**config.mk**
```make
export PLATFORM = sky130hd
export DESIGN_NAME = sys_ctrl_tx
export DESIGN_NICKNAME = d
export VERILOG_FILES = /design/src/rtl/sys_ctrl_pkg.sv /design/src/rtl/sys_ctrl_hold_reg.sv /design/src/rtl/sys_ctrl_tx.sv
export SDC_FILE = /design/constraint.sdc
export NUM_CORES = 1
export LEC_CHECK = 0
export CAP_MARGIN = 0
export CORE_ASPECT_RATIO = 0.7
export CORE_MARGIN = 2
export CORE_UTILIZATION = 43
export DETAILED_ROUTE_END_ITERATION = 7
export PLACE_DENSITY = 0.74
export SLEW_MARGIN = 40
export SYNTH_ARGS = -nofsm -noshare
export SYNTH_HDL_FRONTEND = slang
export SYNTH_SLANG_ARGS = --single-unit
```
**constraint.sdc**
```tcl
create_clock -name CLK -period 1.34 [get_ports CLK]
set_input_delay 0.134 -clock CLK [delete_from_list [all_inputs] [get_ports CLK]]
set_output_delay 0.134 -clock CLK [all_outputs]
set_load 0.005 [all_outputs]
```
**src/rtl/sys_ctrl_pkg.sv**
```systemverilog
`default_nettype none
// ============================================================================
// Module      : sys_ctrl_pkg
// Description : Shared widths and TX state encoding for the sys_ctrl TX path.
// Revision    : 1.0 - initial release
// ============================================================================
package sys_ctrl_pkg;

  localparam int unsigned c_DATA_W = 8;
  localparam int unsigned c_ALU_W  = 2 * c_DATA_W;

  typedef enum logic [1:0] {
    IDLE        = 2'd0,
    SEND_RD     = 2'd1,
    SEND_ALU_LO = 2'd2,
    SEND_ALU_HI = 2'd3
  } tx_state_e;

  // Register-file reads always win over ALU results when both are waiting.
  function automatic tx_state_e arbitrate(input logic rd_pending, input logic alu_pending);
    if (rd_pending) begin
      return SEND_RD;
    end else if (alu_pending) begin
      return SEND_ALU_LO;
    end
    return IDLE;
  endfunction

endpackage
`default_nettype wire

```
**src/rtl/sys_ctrl_hold_reg.sv**
```systemverilog
`default_nettype none
// ============================================================================
// Module      : sys_ctrl_hold_reg
// Description : One-entry holding buffer with capture, free and drop detect.
// Revision    : 1.0 - initial release
// ============================================================================
module sys_ctrl_hold_reg
  import sys_ctrl_pkg::*;
#(
  parameter int unsigned WIDTH = c_DATA_W
) (
  input  logic             clk,
  input  logic             rst,
  input  logic             strobe_i,
  input  logic             free_i,
  input  logic [WIDTH-1:0] data_i,
  output logic             valid_o,
  output logic             valid_d_o,
  output logic [WIDTH-1:0] data_o,
  output logic             drop_o
);

  logic             valid_q, valid_d;
  logic [WIDTH-1:0] data_q, data_d;
  logic             accept;

  // An entry being freed this cycle may be refilled in the same cycle.
  assign accept = strobe_i & (~valid_q | free_i);
  assign drop_o = strobe_i & valid_q & ~free_i;

  always_comb begin
    valid_d = valid_q;
    data_d  = data_q;
    if (free_i) begin
      valid_d = 1'b0;
    end
    if (accept) begin
      valid_d = 1'b1;
      data_d  = data_i;
    end
  end

  always_ff @(posedge clk) begin
    if (rst) begin
      valid_q <= 1'b0;
      data_q  <= '0;
    end else begin
      valid_q <= valid_d;
      data_q  <= data_d;
    end
  end

  assign valid_o   = valid_q;
  assign valid_d_o = valid_d;
  assign data_o    = data_q;

endmodule
`default_nettype wire

```
**src/rtl/sys_ctrl_tx.sv**
```systemverilog
`default_nettype none
// ============================================================================
// Module      : sys_ctrl_tx
// Description : Serialises register-file reads and ALU results into TX FIFO bytes.
// Revision    : 1.0 - initial release
// ============================================================================
module sys_ctrl_tx
  import sys_ctrl_pkg::*;
#(
  parameter int unsigned DATA_W = c_DATA_W,
  parameter int unsigned ALU_W  = c_ALU_W
) (
  input  logic              CLK,
  input  logic              RST,
  input  logic [DATA_W-1:0] RD_DATA,
  input  logic              RD_DATA_VLD,
  input  logic [ALU_W-1:0]  ALU_OUT,
  input  logic              ALU_OUT_VLD,
  input  logic              FIFO_FULL,
  output logic [DATA_W-1:0] FIFO_WR_DATA,
  output logic              FIFO_WR_INC,
  output logic              BUSY,
  output logic              DROP
);

  tx_state_e         state_q, state_d;
  logic [DATA_W-1:0] wr_data_q, wr_data_d;
  logic              wr_inc_q, wr_inc_d;
  logic              drop_q, drop_d;

  logic              rd_vld_q, rd_vld_d, rd_free, rd_drop;
  logic [DATA_W-1:0] rd_buf;
  logic              alu_vld_q, alu_vld_d, alu_free, alu_drop;
  logic [ALU_W-1:0]  alu_buf;

  assign rd_free  = (state_q == SEND_RD)     & ~FIFO_FULL;
  assign alu_free = (state_q == SEND_ALU_HI) & ~FIFO_FULL;

  sys_ctrl_hold_reg #(.WIDTH(DATA_W)) u_rd_hold (
    .clk       (CLK),
    .rst       (RST),
    .strobe_i  (RD_DATA_VLD),
    .free_i    (rd_free),
    .data_i    (RD_DATA),
    .valid_o   (rd_vld_q),
    .valid_d_o (rd_vld_d),
    .data_o    (rd_buf),
    .drop_o    (rd_drop)
  );

  sys_ctrl_hold_reg #(.WIDTH(ALU_W)) u_alu_hold (
    .clk       (CLK),
    .rst       (RST),
    .strobe_i  (ALU_OUT_VLD),
    .free_i    (alu_free),
    .data_i    (ALU_OUT),
    .valid_o   (alu_vld_q),
    .valid_d_o (alu_vld_d),
    .data_o    (alu_buf),
    .drop_o    (alu_drop)
  );

  // Arbitration looks at next-cycle occupancy so a fresh strobe or a
  // back-to-back refill is dispatched without an idle bubble.
  always_comb begin
    state_d   = state_q;
    wr_inc_d  = 1'b0;
    wr_data_d = wr_data_q;
    drop_d    = rd_drop | alu_drop;
    case (state_q)
      IDLE: begin
        state_d = arbitrate(rd_vld_d, alu_vld_d);
      end
      SEND_RD: begin
        if (!FIFO_FULL) begin
          wr_inc_d  = 1'b1;
          wr_data_d = rd_buf;
          state_d   = arbitrate(rd_vld_d, alu_vld_d);
        end
      end
      SEND_ALU_LO: begin
        if (!FIFO_FULL) begin
          wr_inc_d  = 1'b1;
          wr_data_d = alu_buf[DATA_W-1:0];
          state_d   = SEND_ALU_HI;
        end
      end
      SEND_ALU_HI: begin
        if (!FIFO_FULL) begin
          wr_inc_d  = 1'b1;
          wr_data_d = alu_buf[ALU_W-1:DATA_W];
          state_d   = arbitrate(rd_vld_d, alu_vld_d);
        end
      end
      default: begin
        state_d = IDLE;
      end
    endcase
  end

  always_ff @(posedge CLK) begin
    if (RST) begin
      state_q   <= IDLE;
      wr_data_q <= '0;
      wr_inc_q  <= 1'b0;
      drop_q    <= 1'b0;
    end else begin
      state_q   <= state_d;
      wr_data_q <= wr_data_d;
      wr_inc_q  <= wr_inc_d;
      drop_q    <= drop_d;
    end
  end

  assign FIFO_WR_DATA = wr_data_q;
  assign FIFO_WR_INC  = wr_inc_q;
  assign DROP         = drop_q;
  assign BUSY         = rd_vld_q | alu_vld_q | (state_q != IDLE);

endmodule
`default_nettype wire

```
==> flow_summary.toml, run 1 <==
[clock_tree]
cts_tree = "built"
clock_latency_ns = 0.28
numCtsBuffers = 5
clkTransAtPathRegs_ns = 0.07
htreeDepth = 2
holdBufCountCts = 0
clkSinkCount = 38
clk_path_buf_depth = 2
root_buffer = "clkbuf_8"

[routing]
drt_iter0_drc = 96
routedWlPerCell_um = 14.19
drc_errors = 0
viasPerCell = 4.971
wirelength_mm = 3.916
final_antenna_net_count = 0
drt_first_pass_iters = 4
via_count = 1372

[sta]
layout_setup_ws_ns = -0.09704
finalHoldViolCount = 0
fmax_mhz = 695.9
worst_slew_pin_slew_ns = 0.1905
fin_crit_ns = 1.437
slew_headroom = 0.8694
finalCritPeriodShare = 1.072
rsz0062_at_grt = "yes"
setup_viol = 19
maxSlewViolCount = 0
fin_skew_ns = 0.005833
whs_ns = 0.4717

[cells_and_area]
fin_area_um2 = 2312
final_cell_mix = "nor2_1, clkdlybuf4s50_1, dfxtp_1"
multi_input_area_um2 = 809.5
layout.nets = 256
drive_gt1_frac = 0.1858
regArea_um2 = 764.5
syn_to_final_growth_pct = 46.43
n_fill_cell = 284
diodes = 0
final_cells = 276

[synth]
async_flop_share = 0
syn_inst = 171
synth_seq_cells = 38
yosysWarnings = 0
synth_area_leaders = "dfxtp_1, mux2i_1, nor2_1"
synthFlopType = "dfxtp_1"
synth_area_per_cell_um2 = 9.234
yosysTopAreaCellShare = 0.4818
yosysTopAreaCell = "dfxtp_1"
synth_area_um2 = 1579
yosysSeqAreaShare = 0.4818
ys_types = 26
synthesis.nets = 200
synth-edff-count = 0

[global_route]
grt_start_max_net_pins = 39
grt_pass1_vias = 1312
grtUsageTotal = 0.1978
antenna_found_initial = 0
overflow = 0
grt_pass1_wl_mm = 6.154

[floorplanning]
start_util = 0.4494
io_pins = 40
die_x_um = 76.43
die-area_um2 = 4181
fp.coreArea_um2 = 3513
num_rows = 18
die_h_um = 54.70

[worst_setup_path]
worstPathCellList = "or3b_4, a21oi_4, o211ai_1, a311oi_2"
crit-reg2reg-launch = "state_q[0]$_SDFFE_PP0P_"
r2r_setup_slack_ns = -0.1
crit_path_max_fanout = 4
crit_cells = 4
critical_path_class = "flop to flop"
path_buf_inv = 0
startpoint = "state_q[0]$_SDFFE_PP0P_"
crit_family = "compound AO/OA/AOI/OAI gates"
required_ns = 1.52
slowest_delay_ns = 0.42
r2r-end = "state_q[1]$_SDFFE_PP0P_"
worstSetupStartpointType = "flop"
crit_slowest_cell = "or3b_4"
cp_data_arrival_time_ns = 1.62
end_kind = "flop"
worstRegToRegCells = 4

[pwr]
power.density_nw_per_um2 = 1117
leakage_nw = 0.9287
totalPowerFinal_mw = 2.583
ir_worst_vdd_uv = 710.7

[status]
outcome = "finished with violations"
violations = "negative setup slack"

[hold_path]
whs_endpoint = "u_alu_hold.data_o[1]$_SDFFE_PP0P_"
min_from = "ALU_OUT[1]"
min_path_cells = 3
min_path_type = "primary input to flop"

[placement]
placedInstanceArea_um2 = 2111
post-dp-hpwl_mm = 2.805
io_buffers = 39
pre_cts_ws_ns = -0.4456
dp.cells = 265
gp_congestion = 0.8129

[job]
maxCapViolCount = 0
-- repair_timing --
action | CTS | global route
pin swaps | 3 | 17
endpoints found under the hold margin | 0 | 0
cloned | 1 | 0
endpoints found under the setup margin | 27 | 35
setup buffers | 2 | 3
resized for setup | 10 | 15
-- worst min-delay path, stage by stage --
cell and delay [ns]:
clkdlybuf4s50_1 0.40, mux2i_1 0.13, nor2_1 0.05
-- layer usage --
metal | up-vias | track usage | part of all wire
li1 | 685 | - | -
met4 | 0 | 0.05455 | 0.0064
met2 | 36 | 0.3422 | 0.47
met5 | - | 0 | 0
met3 | 4 | 0.07756 | 0.055
met1 | 647 | 0.2362 | 0.47
-- power breakdown --
part | switching (mW) | leakage, nW | internal (mW)
Clock | 0.357 | 0.0431 | 0.396
Combinational | 0.237 | 0.572 | 0.327
Sequential | 0.0516 | 0.314 | 1.21
-- worst max-delay path by stage --
stage	to
global placement	u_rd_hold.data_o[5]$_SDFFE_PP0P_
finish	state_q[1]$_SDFFE_PP0P_
floorplan	u_rd_hold.data_o[5]$_SDFFE_PP0P_
detailed placement	u_rd_hold.data_o[3]$_SDFFE_PP0P_
CTS	state_q[1]$_SDFFE_PP0P_
global route	state_q[1]$_SDFFE_PP0P_
-- synthesized netlist by cell type, types with 2 or more instances --
cell type / n
nand2b_1: 8
nor2_1: 38
nor3_1: 9
clkbuf_1: 5
buf_2: 2
a21oi_1: 11
nand2_1: 11
dfxtp_1: 38
mux2i_1: 32
-- cell type report --
class | instances | share of cell area
Clock buffer | 6 | 0.03571
Inverter | 1 | 0.001623
Multi-Input combinational cell | 122 | 0.3501
Sequential cell | 38 | 0.3306
Tap cell | 50 | 0.02706
Timing Repair Buffer | 59 | 0.2549
-- flip-flops by register name, indices dropped and copies added, names as in the netlist --
signal              flops
DROP                    1
FIFO_WR_DATA            8
FIFO_WR_INC             1
state_q                 2
u_alu_hold.data_o      16
u_alu_hold.valid_o      1
u_rd_hold.data_o        8
u_rd_hold.valid_o       1
-- cells by family (layout without fill, tap and decap cells) --
family / Yosys count / in the layout / synth area share
AO/OA/AOI/OAI: 18 / 18 / 0.07686
flip-flops: 38 / 38 / 0.4818
buffers and inverters: 11 / 66 / 0.03486
AND/OR/NAND/NOR: 72 / 72 / 0.2037
multiplexers: 32 / 32 / 0.2029
-- stage by stage --
step,util,setup TNS [ns]
3_3_place_gp,0.6008,-8.747
6_report,0.6581,-0.5005
2_1_floorplan,-,-0.1108
4_1_cts,0.6353,-0.5051
5_1_grt,0.6581,-1.992
3_5_place_dp,0.6008,-10.26
(Power assumes the default switching activity.)
==> run 2: changes to the inputs <==
--- a/config.mk
+++ b/config.mk
@@ -10,7 +10,8 @@
 export CORE_MARGIN = 2
 export CORE_UTILIZATION = 43
 export DETAILED_ROUTE_END_ITERATION = 7
-export PLACE_DENSITY = 0.74
+export HOLD_SLACK_MARGIN = 0.08
+export PLACE_DENSITY_LB_ADDON = 0.08
 export SLEW_MARGIN = 40
 export SYNTH_ARGS = -nofsm -noshare
 export SYNTH_HDL_FRONTEND = slang
==> flow_summary.toml, run 2 (synthesis gave the netlist of run 1 again) <==
[status]
outcome = "finished with violations"
violations = "negative setup slack"

[worst_setup_path]
end_kind = "flop"
crit_family = "flip-flops"
slowest_delay_ns = 0.35
crit-reg2reg-launch = "state_q[1]$_SDFFE_PP0P_"
critical_path_class = "flop to flop"
crit_path_max_fanout = 8
required_ns = 1.53
crit_slowest_cell = "dfxtp_2"
path_buf_inv = 2
cp_data_arrival_time_ns = 1.60
worstPathCellList = "buf_6, nand3b_1, a21boi_4, clkbuf_16, mux2i_1, nor2_1"
worstSetupStartpointType = "flop"
startpoint = "state_q[1]$_SDFFE_PP0P_"

[cells_and_area]
n_fill_cell = 295
final_cell_mix = "nor2_1, clkdlybuf4s50_1, dfxtp_1"
drive_gt1_frac = 0.1593
largest_reg_flops = 16
syn_to_final_growth_pct = 45.40
diodes = 0
multi_input_area_um2 = 798.3
regArea_um2 = 763.2
layout.nets = 254
fin_area_um2 = 2296

[sta]
rsz0062_at_grt = "yes"
setup_viol = 27
finalCritPeriodShare = 1.053
fin_skew_ns = 0.004084
tns_ns = -1.023
worst_slew_pin_slew_ns = 0.2536
finalHoldViolCount = 0
layout_setup_ws_ns = -0.07149
fin_crit_ns = 1.411
maxSlewViolCount = 0
slew_headroom = 0.8307
fmax_mhz = 708.5

[clock_tree]
clock_latency_ns = 0.30
root_buffer = "clkbuf_8"
clk_path_buf_depth = 2
htreeDepth = 2
clkSinkCount = 38
cts_tree = "built"
clkTransAtPathRegs_ns = 0.07
numCtsBuffers = 5
holdBufCountCts = 0

[pwr]
p_int_mw = 1.950
p_clk_frac = 0.310
leakage_nw = 0.9302
power.switching_mw = 0.6816
totalPowerFinal_mw = 2.631
swShare = 0.2590
share_comb_of_total_power = 0.211
pwr-share-seq = 0.479
power.density_nw_per_um2 = 1146
ir_worst_vdd_uv = 843.6

[routing]
drt_first_pass_iters = 4
routedWlPerCell_um = 14.15
final_antenna_net_count = 0
drt_iter0_drc = 45
viasPerCell = 5.007
drc_errors = 0
wirelength_mm = 3.905
via_count = 1382

[floorplanning]
die_h_um = 54.70
die_x_um = 76.43
start_util = 0.4494
die-area_um2 = 4181
num_rows = 18
io_pins = 40
fp.coreArea_um2 = 3513

[hold_path]
min_from = "FIFO_FULL"
min_path_type = "primary input to flop"

[global_route]
grtUsageTotal = 0.1919
overflow = 0
grt_pass1_wl_mm = 6.016
antenna_found_initial = 0
grt_pass1_vias = 1294
grt_start_max_net_pins = 39

[placement]
placedInstanceArea_um2 = 2116
io_buffers = 39
gp_congestion = 0.7665
post-dp-hpwl_mm = 2.686

[job]
maxCapViolCount = 0
[run 2: path summary, 6_finish.rpt]
kind                                             to  slack, ns  cells after the start
setup reg to reg  u_alu_hold.data_o[3]$_SDFFE_PP0P_      -0.07                      6
hold reg to reg        FIFO_WR_DATA[7]$_SDFFE_PP0P_       0.49                      2
hold / removal               FIFO_WR_INC$_SDFF_PP0_       0.31                      3
setup / recovery  u_alu_hold.data_o[3]$_SDFFE_PP0P_      -0.07                      6
[run 2: cell type report]
class	count	area share
Multi-Input combinational cell	122	0.3477
Sequential cell	38	0.3324
Timing Repair Buffer	57	0.2512
Clock buffer	7	0.03760
Tap cell	50	0.02725
Clock inverter	1	0.002180
Inverter	1	0.001635
[run 2: per-stage QoR]
step                      setup WS (ns)  hold WS (ns)    util  cells
after CTS                      -0.03384        0.2973  0.6325    272
after detailed placement        -0.4333        0.4826  0.6022    264
after floorplan                -0.01261        0.2547       -    171
after global routing            -0.1328        0.3217  0.6535    276
final                          -0.07149        0.3094  0.6535    276
after global placement          -0.3820        0.4711  0.6022    264
[run 2: worst reg2reg max path, stage by stage (launching register included)]
cell	delay, ns
dfxtp_2	0.35
buf_6	0.10
nand3b_1	0.12
a21boi_4	0.26
clkbuf_16	0.22
mux2i_1	0.20
nor2_1	0.06
[run 2: power groups by stage]
stage	clock network (mW)	registers, mW	logic, mW
floorplan	0	1.28	0.263
global placement	0	1.28	0.495
detailed placement	0	1.28	0.510
CTS	0.830	1.26	0.517
global route	0.871	1.27	0.600
finish	0.815	1.26	0.555
[run 2: per-layer routing]
metal / GRT usage / part of all wire
met1: 0.2070 / 0.45
met2: 0.3599 / 0.47
met3: 0.04950 / 0.043
met4: 0.1091 / 0.035
met5: 0 / 0
[run 2: what timing repair did]
item	4_1_cts	5_1_grt
endpoints found under the setup margin	20	32
gates resized for setup	7	6
gates cloned	0	1
pin swaps	3	19
setup buffers	0	3
==> run 3: changes to the inputs <==
--- a/config.mk
+++ b/config.mk
@@ -12,7 +12,7 @@
 export DETAILED_ROUTE_END_ITERATION = 7
 export HOLD_SLACK_MARGIN = 0.08
 export PLACE_DENSITY_LB_ADDON = 0.08
-export SLEW_MARGIN = 40
+export SLEW_MARGIN = 20
 export SYNTH_ARGS = -nofsm -noshare
 export SYNTH_HDL_FRONTEND = slang
 export SYNTH_SLANG_ARGS = --single-unit
==> results of run 3 <==
Final layout, timing and power as in run 2 (identical DEF).
